### config.mk
export PLATFORM = sky130hd
export DESIGN_NAME = mem_stage_lsu
export DESIGN_NICKNAME = d
export VERILOG_FILES = /design/src/rtl/mem_stage_lsu.sv
export SDC_FILE = /design/constraint.sdc
export NUM_CORES = 1
export LEC_CHECK = 0
export BUFFER_PORTS_ARGS = -buffer_cell sky130_fd_sc_hd__buf_4
export CORE_MARGIN = 2
export CORE_UTILIZATION = 41
export CTS_CLUSTER_SIZE = 12
export DETAILED_ROUTE_END_ITERATION = 8
export PLACE_DENSITY = 0.77
export SETUP_SLACK_MARGIN = 0.5
export SYNTH_ARGS = -nofsm -noshare
export SYNTH_HDL_FRONTEND = slang
export SYNTH_SLANG_ARGS = --single-unit
export TNS_END_PERCENT = 1
### constraint.sdc
create_clock -name clk -period 3.7 [get_ports clk]
set_clock_uncertainty 0.15 [all_clocks]
set_input_delay 0.37 -clock clk [delete_from_list [all_inputs] [get_ports clk]]
set_output_delay 0.37 -clock clk [all_outputs]
set_load 0.005 [all_outputs]
### src/rtl/mem_stage_lsu.sv
// RV32I memory stage: load/store unit over a req/gnt/rvalid data port.
// Holds EX/MEM while a request is pending and registers the MEM/WB outputs.
module mem_stage_lsu #(
  parameter int ADDR_W = 32,
  parameter int RD_W   = 5,
  parameter int WB_W   = 2
) (
  input  logic              clk,
  input  logic              rst,
  input  logic              in_valid_i,
  input  logic [2:0]        ctrl_mem_i,
  input  logic [2:0]        funct3_i,
  input  logic [WB_W-1:0]   ctrl_wb_i,
  input  logic [31:0]       addr_i,
  input  logic [31:0]       wdata_i,
  input  logic              zero_i,
  input  logic [RD_W-1:0]   rd_i,
  output logic              stall_o,
  output logic              dmem_req_o,
  output logic              dmem_we_o,
  output logic [3:0]        dmem_be_o,
  output logic [ADDR_W-1:0] dmem_addr_o,
  output logic [31:0]       dmem_wdata_o,
  input  logic              dmem_gnt_i,
  input  logic              dmem_rvalid_i,
  input  logic [31:0]       dmem_rdata_i,
  output logic              wb_valid_o,
  output logic [WB_W-1:0]   ctrl_wb_o,
  output logic [31:0]       alu_result_o,
  output logic [31:0]       read_data_o,
  output logic [RD_W-1:0]   rd_o,
  output logic              branch_o,
  output logic              err_o
);

  typedef enum logic [1:0] {
    S_IDLE = 2'd0,
    S_WGNT = 2'd1,
    S_WRV  = 2'd2
  } state_t;

  state_t r_state;
  state_t w_next;

  logic       w_wr;
  logic       w_rd;
  logic       w_br;
  logic [1:0] w_size;
  logic       w_ill;
  logic       w_mis;
  logic       w_acc;
  logic       w_err;
  logic       w_memop;
  logic       w_st_gnt;
  logic [4:0] w_sh;
  logic [7:0] w_byte;
  logic [15:0] w_half;
  logic [31:0] w_ldata;
  logic [3:0] w_be;
  logic [31:0] w_wdata;

  assign w_wr   = ctrl_mem_i[2];
  assign w_rd   = ctrl_mem_i[1];
  assign w_br   = ctrl_mem_i[0];
  assign w_size = funct3_i[1:0];

  // Decode access legality: illegal width codes and misaligned H/W
  always_comb begin
    w_ill = 1'b0;
    if (w_wr)
      w_ill = (funct3_i >= 3'b011);
    else
      w_ill = (funct3_i == 3'b011) ||
              (funct3_i[2:1] == 2'b11);
    w_mis = ((w_size == 2'b01) && addr_i[0]) ||
            ((w_size == 2'b10) && (addr_i[1:0] != 2'b00));
    w_acc = in_valid_i && (w_wr || w_rd);
    w_err = w_acc && ((w_wr && w_rd) || w_ill || w_mis);
    w_memop  = w_acc && !w_err;
    w_st_gnt = w_wr && dmem_gnt_i;
  end

  // State register
  always_ff @(posedge clk) begin
    if (rst)
      r_state <= S_IDLE;
    else
      r_state <= w_next;
  end

  // Next-state logic
  always_comb begin
    w_next = r_state;
    unique case (r_state)
      S_IDLE: begin
        if (w_memop) begin
          if (!dmem_gnt_i)
            w_next = S_WGNT;
          else if (!w_wr)
            w_next = S_WRV;
        end
      end
      S_WGNT: begin
        if (dmem_gnt_i)
          w_next = w_wr ? S_IDLE : S_WRV;
      end
      S_WRV: begin
        if (dmem_rvalid_i)
          w_next = S_IDLE;
      end
      default: w_next = S_IDLE;
    endcase
  end

  // Handshake outputs: request and upstream stall
  always_comb begin
    dmem_req_o = 1'b0;
    stall_o    = 1'b0;
    unique case (r_state)
      S_IDLE: begin
        dmem_req_o = w_memop;
        stall_o    = w_memop && !w_st_gnt;
      end
      S_WGNT: begin
        dmem_req_o = 1'b1;
        stall_o    = !w_st_gnt;
      end
      S_WRV: begin
        stall_o = !dmem_rvalid_i;
      end
      default: begin
        dmem_req_o = 1'b0;
        stall_o    = 1'b0;
      end
    endcase
  end

  // Byte enables and lane-replicated store data
  always_comb begin
    w_be    = 4'hF;
    w_wdata = wdata_i;
    unique case (w_size)
      2'b00: begin
        w_be    = 4'b0001 << addr_i[1:0];
        w_wdata = {4{wdata_i[7:0]}};
      end
      2'b01: begin
        w_be    = 4'b0011 << {addr_i[1], 1'b0};
        w_wdata = {2{wdata_i[15:0]}};
      end
      default: begin
        w_be    = 4'hF;
        w_wdata = wdata_i;
      end
    endcase
  end

  assign dmem_we_o    = w_wr;
  assign dmem_be_o    = dmem_req_o ? w_be : 4'h0;
  assign dmem_wdata_o = w_wdata;
  assign dmem_addr_o  = {addr_i[ADDR_W-1:2], 2'b00};

  assign w_sh   = {addr_i[1:0], 3'b000};
  assign w_byte = 8'(dmem_rdata_i >> w_sh);
  assign w_half = 16'(dmem_rdata_i >> w_sh);

  // Load lane select and sign/zero extension
  always_comb begin
    w_ldata = dmem_rdata_i;
    unique case (funct3_i)
      3'b000:  w_ldata = {{24{w_byte[7]}}, w_byte};
      3'b001:  w_ldata = {{16{w_half[15]}}, w_half};
      3'b100:  w_ldata = {24'h0, w_byte};
      3'b101:  w_ldata = {16'h0, w_half};
      default: w_ldata = dmem_rdata_i;
    endcase
  end

  // MEM/WB register: load on advance, bubble while stalled
  always_ff @(posedge clk) begin
    if (rst) begin
      wb_valid_o   <= 1'b0;
      ctrl_wb_o    <= '0;
      alu_result_o <= '0;
      read_data_o  <= '0;
      rd_o         <= '0;
      branch_o     <= 1'b0;
      err_o        <= 1'b0;
    end else if (!stall_o) begin
      wb_valid_o   <= in_valid_i && !w_err;
      ctrl_wb_o    <= ctrl_wb_i;
      alu_result_o <= addr_i;
      read_data_o  <= (w_memop && w_rd) ? w_ldata : 32'h0;
      rd_o         <= rd_i;
      branch_o     <= in_valid_i && w_br && zero_i;
      err_o        <= w_err;
    end else begin
      wb_valid_o <= 1'b0;
      branch_o   <= 1'b0;
      err_o      <= 1'b0;
    end
  end

endmodule

* Word-level counts from Yosys, hierarchy flattened
Index checks and enable logic that the tools add are counted.
Cells by class: reductions and logical operators 26, eq/ne operators 13, $lt $le $gt $ge 1, shifts and indexed selects 3, multiplexer cells 15
Operators with widths (count):
- $pmux W32 S4 | 1
- $pmux W32 S2 | 1
- $mux W32 | 1
- $shr A32 B5 Y16 | 1
- $logic_and A1 B1 Y1 | 12
- $mux W2 | 6
- $pmux W4 S2 | 1
- $eq A2 B2 Y1 const B | 3
- $eq A3 B3 Y1 const B | 2
- $ne A2 B2 Y1 const B | 3
- $pmux W2 S3 | 1
- $logic_or A1 B1 Y1 | 5
- $eq A2 B1 Y1 const B | 2
- $logic_not A2 Y1 | 2
- $mux W4 | 1
- $reduce_and A4 Y1 | 1
- $shl A1 B2 Y4 const A | 1
- $shl A2 B2 Y4 const A | 1
- $eq A3 B1 Y1 const B | 1
- $eq A3 B2 Y1 const B | 1
- $ge A3 B2 Y1 const B | 1
- $logic_not A1 Y1 | 3
- $logic_not A3 Y1 | 1
- $ne A3 B3 Y1 const B | 1
- other kinds (5) | 5
Word-level totals: bits in registers 76, input port bits 115, output and inout bits 145

* Depth between registers and ports, before layout
Gate-level depths: netlist of the first run.
word-level depth 11, depth in mapped cells 8, mapped depth without buffers 6

* Worst setup path after synthesis of the first run
No wires, ideal clock.
path type input to output, start point in addr_i[1], end point out stall_o, path slack 1427 ps, arrival 1753 ps, required time 3180 ps, stages 6, path through buf_2 o31a_1 o41a_1 o31a_4 inv_6 buf_4
Between the ends: cells in the longest elaborated chain, start to end 9
Ends and longest elaborated chain:
- start, declared | line 14 | input logic [31:0] addr_i,
- $reduce_bool A2 Y1 | line 76 | ((w_size == 2'b10) && (addr_i[1:0] != 2'b00));
- $logic_and A1 B1 Y1 | line 76
- $logic_or A1 B1 Y1 | line 75 | w_mis = ((w_size == 2'b01) && addr_i[0]) ||
- $logic_or A1 B1 Y1 | line 78 | w_err = w_acc && ((w_wr && w_rd) || w_ill || w_mis);
- $logic_and A1 B1 Y1 | line 78
- $logic_not A1 Y1 | line 79 | w_memop = w_acc && !w_err;
- $logic_and A1 B1 Y1 | line 79
- $logic_and A1 B1 Y1 | line 122 | stall_o = w_memop && !w_st_gnt;
- $pmux W1 S3 | line 119 | unique case (r_state)
- end, declared | line 18 | output logic stall_o,
Every way passes these cells.

* Worst setup path after layout of the first run
Same ends and word-level chain as after synthesis.

==> flow_metrics.tcl, run 1 <==
set metrics [dict create \
    post_cts_buffers 0 \
    cts-root-buf "clkbuf_8" \
    dp_hpwl_um 10200 \
    die_w_um 105 \
    synth_edf_count 0 \
    wire_per_inst_um 15.8 \
    rsz0062_at_grt "false" \
    first_iter_violations 243 \
    seqPwrFrac 0.438 \
    avgSynthCellArea_um2 7.95 \
    max_freq_ghz 0.348 \
    cap_violations 0 \
    synth_area_mm2 0.00419 \
    antenna_found_initial 0 \
    setup_ws_ns 0.827 \
    synth_top_flop_cell "dfxtp_1" \
    finalHoldViolCount 0 \
    cp.arrival_ns 2.35 \
    multi_input_area_mm2 0.00210 \
    yosysTopAreaCell "dfxtp_1" \
    syn_inst 527 \
    via_per_inst 5.23 \
    drt-pass1-iter-count 4 \
    crit_chain "buf_4 > o31a_1 > o41a_1 > o31a_4 > inv_6 > buf_4" \
    p_comb_frac 0.231 \
    fp.dieArea_mm2 0.0110 \
    grt_overflow 0 \
    crit_buf_inv 3 \
    cts_tree "built" \
    fp-row-count 36 \
    drive_above_1_share 0.416 \
    pre_cts_ws_ns 0.713 \
    io_buffer_count 257 \
    nNetsFinal 829 \
    routed_wl_um 13500 \
    synth.distinct_cells 43 \
    required_ns 3.18 \
    outcome "finished clean" \
    drc 0 \
    pwr-share-clk 0.331 \
    crit_family "compound AO/OA/AOI/OAI gates" \
    hp-class "in2reg" \
    synth.most_common_cell "nand2_1" \
    grt_pass1_wl_um 20800 \
    seq_area_frac_synth 0.363 \
    dpl-instance-area_mm2 0.00577 \
    worst_slew_pin_slew_ns 1.15 \
    cts_sinks 76 \
    crit_top_cell "buf_4" \
    power_per_cell_area_mw_per_mm2 333 \
    initial_core_util 0.425 \
    holdBufCountCts 0 \
    met3_usage 0.0661 \
    globalRouteMet1Util 0.262 \
    synth_common_cells "109 x nand2_1, 76 x dfxtp_1, 69 x a21oi_1" \
    drt.antenna.violating_nets 0 \
    grt.busiest_layer "met2" \
    end_kind "primary output" \
    numCtsBuffers 9 \
    grt_pass1_vias 4159 \
    period_needed_ns 2.87 \
    crit_fanout 51 \
    coreArea_mm2 0.00986 \
    finalCritPeriodShare 0.776 \
    netlist_top_cells_area "dfxtp_1 36%, nand2_1 9.8%, a21oi_1 8.2%, buf_4 7.9%, mux2_2 4.6%" \
    ys_ff_latch 76 \
    ys_warn_count 0 \
    switching_share 0.280 \
    die_h_um 105 \
    switchingPower_uw 557 \
    cts_buffer_depth 2 \
    power_mw 1.99 \
    grt_max_degree 92 \
    setup_viol 0 \
    path_class "in2out" \
    p_int_mw 1.43 \
    power.leakage_nw 2.76 \
    gp_congestion 0.838 \
    drv_slew 0 \
    vias 4456 \
    synth_top_area_frac 0.363 \
    async_flop_share 0 \
    clk_latency_ns 0.35 \
    relSlewSlack 0.232 \
    n_antenna_cell 0 \
    syn_to_final_growth_pct 42.6 \
    fill_cells 898 \
    htreeDepth 3 \
    ir_drop_v 0.000209 \
    seq_area_mm2 0.00152 \
    crit_path_start_kind "primary input" \
    globalRouteTotalUtil 0.234 \
    fin_area_mm2 0.00598 \
    clk_pin_slew_ns 0.08 \
    grt_use_met2 0.427 \
    post_cts_resized 0 \
    critPathMaxStageDelay_ns 0.50 \
    setup-tns-final_ns 0 \
    io_pins 260 \
    critPathSlowestCell "o31a_4" \
]
sequential cells by signal, indices dropped and copies added (netlist names):
signal and cells:
r_state 2, err_o 1, rd_o 5, read_data_o 32, alu_result_o 32, wb_valid_o 1, ctrl_wb_o 2, branch_o 1
power by group through the flow:
stage               sequential (mW)  combinational, mW  clock [mW]
CTS                           0.871              0.462       0.682
floorplan                     0.892              0.228           0
detailed placement            0.891              0.461           0
global placement              0.890              0.453           0
finish                        0.871              0.461       0.658
global route                  0.876              0.502       0.707
kinds of logic after synthesis:
kind of cell | Yosys count | synth area share
compound gates | 147 | 0.220
xor+xnor | 1 | 0.00209
buf+inv | 91 | 0.136
flops | 76 | 0.363
mux | 33 | 0.0839
other cells | 1 | 0.000895
simple gates | 178 | 0.194
area by class of cell:
| cell class | instances | share of cell area |
|---|---|---|
| Sequential cell | 76 | 0.255 |
| Multi-Input combinational cell | 361 | 0.352 |
| Timing Repair Buffer | 260 | 0.327 |
| Clock buffer | 10 | 0.0230 |
| Clock inverter | 6 | 0.0115 |
| Inverter | 6 | 0.00461 |
| Tap cell | 133 | 0.0278 |
placed cells by master, fill, tap and decap left out, drive strengths merged, types with 3 or more instances in the layout:
cell type / count
o31ai: 17
nand2: 109
o211ai: 7
o41ai: 7
mux2i: 16
o21a: 3
o21ai: 19
nor2: 28
dfxtp: 76
buf: 260
nand3b: 25
mux2: 17
nor2b: 3
clkbuf: 10
a2111oi: 7
inv: 8
a22oi: 8
a21oi: 69
layer usage:
layer | wire length (µm) | up-vias | share of wire
met2 | 6840 | 217 | 0.51
li1 | - | 2173 | -
met4 | 301 | 0 | 0.022
met5 | 0 | - | 0
met1 | 5220 | 2043 | 0.39
met3 | 1110 | 23 | 0.082
worst paths after layout:
check | to | start | depth (start not counted) | slack [ns]
max | stall_o | addr_i[1] | 6 | 0.83
min | r_state[0] | dmem_gnt_i | 2 | 0.06
max reg2reg | alu_result_o[2] | r_state[0] | 7 | 1.49
min reg2reg | read_data_o[3] | read_data_o[3] | 2 | 0.31
stage by stage:
| step | instances | util | hold WS [ns] |
|---|---|---|---|
| 5_1_grt | 852 | 0.606 | 0.0380 |
| 3_5_place_dp | 836 | 0.585 | 0.298 |
| 6_report | 852 | 0.606 | 0.0577 |
| 3_3_place_gp | 836 | 0.585 | 0.292 |
| 4_1_cts | 852 | 0.606 | 0.0380 |
| 2_1_floorplan | 528 | - | 0.298 |
No activity file was read; power rests on OpenSTA's default activity.
==> inputs of run 2 (changes only) <==
Settings changed: ABC_AREA from default to 1, PLACE_DENSITY 0.77 to 0.74.
Clock period 3.7 ns to 3.01 ns, I/O delays scaled along.
==> run 2 against run 1 <==
  * Area after synthesis rose by 15%
  * Die area rose by 15%
  * Sequential power rose by 30%
  * Wire length rose by 14%
  * Hold slack improved by 0.015 ns
  * Cell area rose by 13%
  * Clock-buffer cell count rose by 1
  * Combinational power rose by 80%
  * Flip-flop and latch count did not move
  * Via count rose by 22%
  * Critical path depth rose by 4
  * Power rose by 49%
  * Largest power group unchanged
  * Highest routed layer unchanged
==> flow_metrics.tcl, run 2 <==
set metrics [dict create \
    final_cell_mix "264 x buf_4, 263 x nand2_1, 158 x nor2_1, 76 x dfxtp_1, 53 x inv_1" \
    globalRouteTotalUtil 0.234 \
    ys_ff_latch 76 \
    switching_share 0.306 \
    first_iter_violations 396 \
    final_cells 1150 \
    worst_slew_pin_slew_ns 1.15 \
    nNetsFinal 1117 \
    setup-tns-final_ns 0 \
    grt_pass1_wl_um 24100 \
    cts_sinks 76 \
    avgSynthCellArea_um2 5.94 \
    met3_usage 0.0443 \
    synth_compound_area_frac 0.0503 \
    synth_common_cells "263 x nand2_1, 159 x nor2_1, 76 x dfxtp_1" \
    synth_top_area_frac 0.315 \
    synth-xor-area-share 0 \
    power_per_cell_area_mw_per_mm2 440 \
    max_freq_ghz 0.421 \
    syn_to_final_growth_pct 39.9 \
    drt-pass1-iter-count 5 \
    synth.most_common_cell "nand2_1" \
    crit_path_start_kind "primary input" \
    r2r_end "read_data_o[24]" \
    synth_edf_count 0 \
    yosys.area_share.simple 0.464 \
    power_mw 2.97 \
    hp-class "in2reg" \
    via_per_inst 4.71 \
    htreeDepth 3 \
    drive_above_1_share 0.315 \
    pwr-share-clk 0.339 \
    clk_pin_slew_ns 0.06 \
    dp_hpwl_um 11100 \
    finalHoldViolCount 0 \
    crit_fanout 26 \
    crit_chain "buf_4 > buf_4 > nor2_2 > nor2_1 > nor2_1 > nand3_1 > o21ai_0 > inv_1 > nor2_1 > buf_4" \
    syn_inst 813 \
    globalRouteMet1Util 0.313 \
    required_ns 2.56 \
    final_common_cell "buf_4" \
    grt_pass1_vias 4783 \
    netlist_top_cells_area "dfxtp_1 32%, nand2_1 20%, nor2_1 12%, buf_4 6.4%, nand3b_1 6.1%" \
    fill_cells 1179 \
    cts-root-buf "clkbuf_16" \
    crit_family "buffers and inverters" \
    hold-path-endpoint "branch_o" \
    multi_input_area_mm2 0.00249 \
    relSlewSlack 0.235 \
    cts_buffer_depth 2 \
    die_h_um 113 \
    grt_max_degree 66 \
    switchingPower_uw 909 \
    setup_viol 0 \
    crit_buf_inv 4 \
    synth.distinct_cells 25 \
    grt_use_met2 0.390 \
    seq_area_frac_synth 0.315 \
    p_comb_frac 0.280 \
    synthMuxAreaShare 0 \
    die_w_um 113 \
    rsz0062_at_grt "false" \
    coreArea_mm2 0.0115 \
    finalCritPeriodShare 0.789 \
    ys_warn_count 0 \
    yosysTopAreaCell "dfxtp_1" \
    async_flop_share 0 \
    fp-row-count 39 \
    outcome "finished clean" \
    drv_slew 0 \
    grt.busiest_layer "met2" \
    initial_core_util 0.421 \
    io_pins 260 \
    antenna_found_initial 0 \
    cap_violations 0 \
    seqPwrFrac 0.381 \
    synth_top_flop_cell "dfxtp_1" \
    wire_per_inst_um 13.3 \
    clk_latency_ns 0.33 \
    io_buffer_count 257 \
    ir_drop_v 0.000370 \
    critPathSlowestCell "o21ai_0" \
    p_int_mw 2.06 \
    end_kind "primary output" \
    drc 0 \
    min_path_cells 3 \
    power.leakage_nw 3.75 \
    critPathMaxStageDelay_ns 0.27 \
    r2r_cells 9 \
    synth_top_family_by_area "simple AND/OR/NAND/NOR gates" \
    fp.dieArea_mm2 0.0127 \
    numCtsBuffers 9 \
    n_antenna_cell 0 \
    seq_area_mm2 0.00152 \
    drt.antenna.violating_nets 0 \
    dp_cells 1133 \
    r2r_start "r_state[0]" \
    routed_wl_um 15300 \
    synth_fa_ha_area_frac 0 \
    hp-start "zero_i" \
    grt_overflow 0 \
    largest_registers "alu_result_o: 32 flops, read_data_o: 32 flops, rd_o: 5 flops" \
    synth_area_mm2 0.00483 \
    post_cts_resized 0 \
    rrSetupSlack_ns 0.89 \
    path_class "in2out" \
    period_needed_ns 2.37 \
    cts_tree "built" \
    vias 5421 \
    gp_congestion 0.848 \
    cp.arrival_ns 1.92 \
]
-- run 2: changes by cell type in the layout (fill, tap and decap cells not counted), moves of 16 or more --
cell	previous run	this run
nor2_1	28	158
o31ai_1	17	0
nand2_1	109	263
inv_2	0	22
mux2_2	17	0
a21oi_1	69	18
nand3_1	1	49
inv_1	5	53
mux2i_1	16	0
-- run 2: layout make-up --
type                       count  share of cell area
clock buffer                  11              0.0345
clock inverter                 5             0.00556
inverter                      75              0.0417
multi-input combinational    574               0.369
sequential                    76               0.225
tap                          143              0.0265
timing repair buffer         266               0.298
-- run 2: worst register-to-register path: stages (launching register included) --
cell	delay (ns)
dfxtp_1	0.35
inv_1	0.06
nand3b_1	0.12
o21ai_1	0.09
inv_2	0.06
nand2_2	0.05
inv_2	0.80
nand2_1	0.21
inv_2	0.08
nor2_1	0.03
-- run 2: worst max path at each step --
stage                           start  slack [ns]  cells after the start           end
after global routing      funct3_i[1]        0.51                     10  dmem_be_o[0]
after floorplan           funct3_i[1]        1.29                      8  dmem_be_o[0]
final                     funct3_i[1]        0.64                     10  dmem_be_o[0]
after global placement      addr_i[1]        0.57                     11      branch_o
after detailed placement    addr_i[1]        0.50                     11    wb_valid_o
after CTS                 funct3_i[1]        0.63                     10  dmem_be_o[0]
-- run 2: cell families (layout without fill, tap and decap cells) --
group                  count (synthesis)  after routing
flip-flops                            76             76
other                                  1              2
AO/OA/AOI/OAI                         45             45
AND/OR/NAND/NOR                      527            527
buffers and inverters                164            357
-- run 2: metrics by stage --
step / hold WS (ns) / utilization / setup slack (ns) / area (µm²)
3_5_place_dp: 0.324 / 0.565 / 0.502 / 6470
2_1_floorplan: 0.220 / - / 1.29 / 4830
3_3_place_gp: 0.305 / 0.565 / 0.572 / 6470
5_1_grt: 0.0895 / 0.589 / 0.506 / 6760
4_1_cts: 0.0674 / 0.589 / 0.632 / 6760
6_report: 0.0730 / 0.589 / 0.636 / 6760
-- run 2: power by group through the flow --
stage | combinational, mW | clock [mW] | sequential, mW
6_report | 0.831 | 1.01 | 1.13
5_1_grt | 0.923 | 1.08 | 1.14
4_1_cts | 0.835 | 1.02 | 1.13
3_5_place_dp | 0.832 | 0 | 1.15
3_3_place_gp | 0.826 | 0 | 1.15
2_1_floorplan | 0.432 | 0 | 1.16
-- run 2: metal layers --
| metal | vias up | share of wire |
|---|---|---|
| met5 | - | 0 |
| met4 | 0 | 0.0098 |
| met3 | 12 | 0.066 |
| met2 | 193 | 0.48 |
| met1 | 2405 | 0.44 |
| li1 | 2811 | - |
-- run 2: repair_timing --
item / 4_1_cts / 5_1_grt
setup buffers: 0 / 0
hold endpoints to repair: 2 / 0
hold buffers: 1 / 0
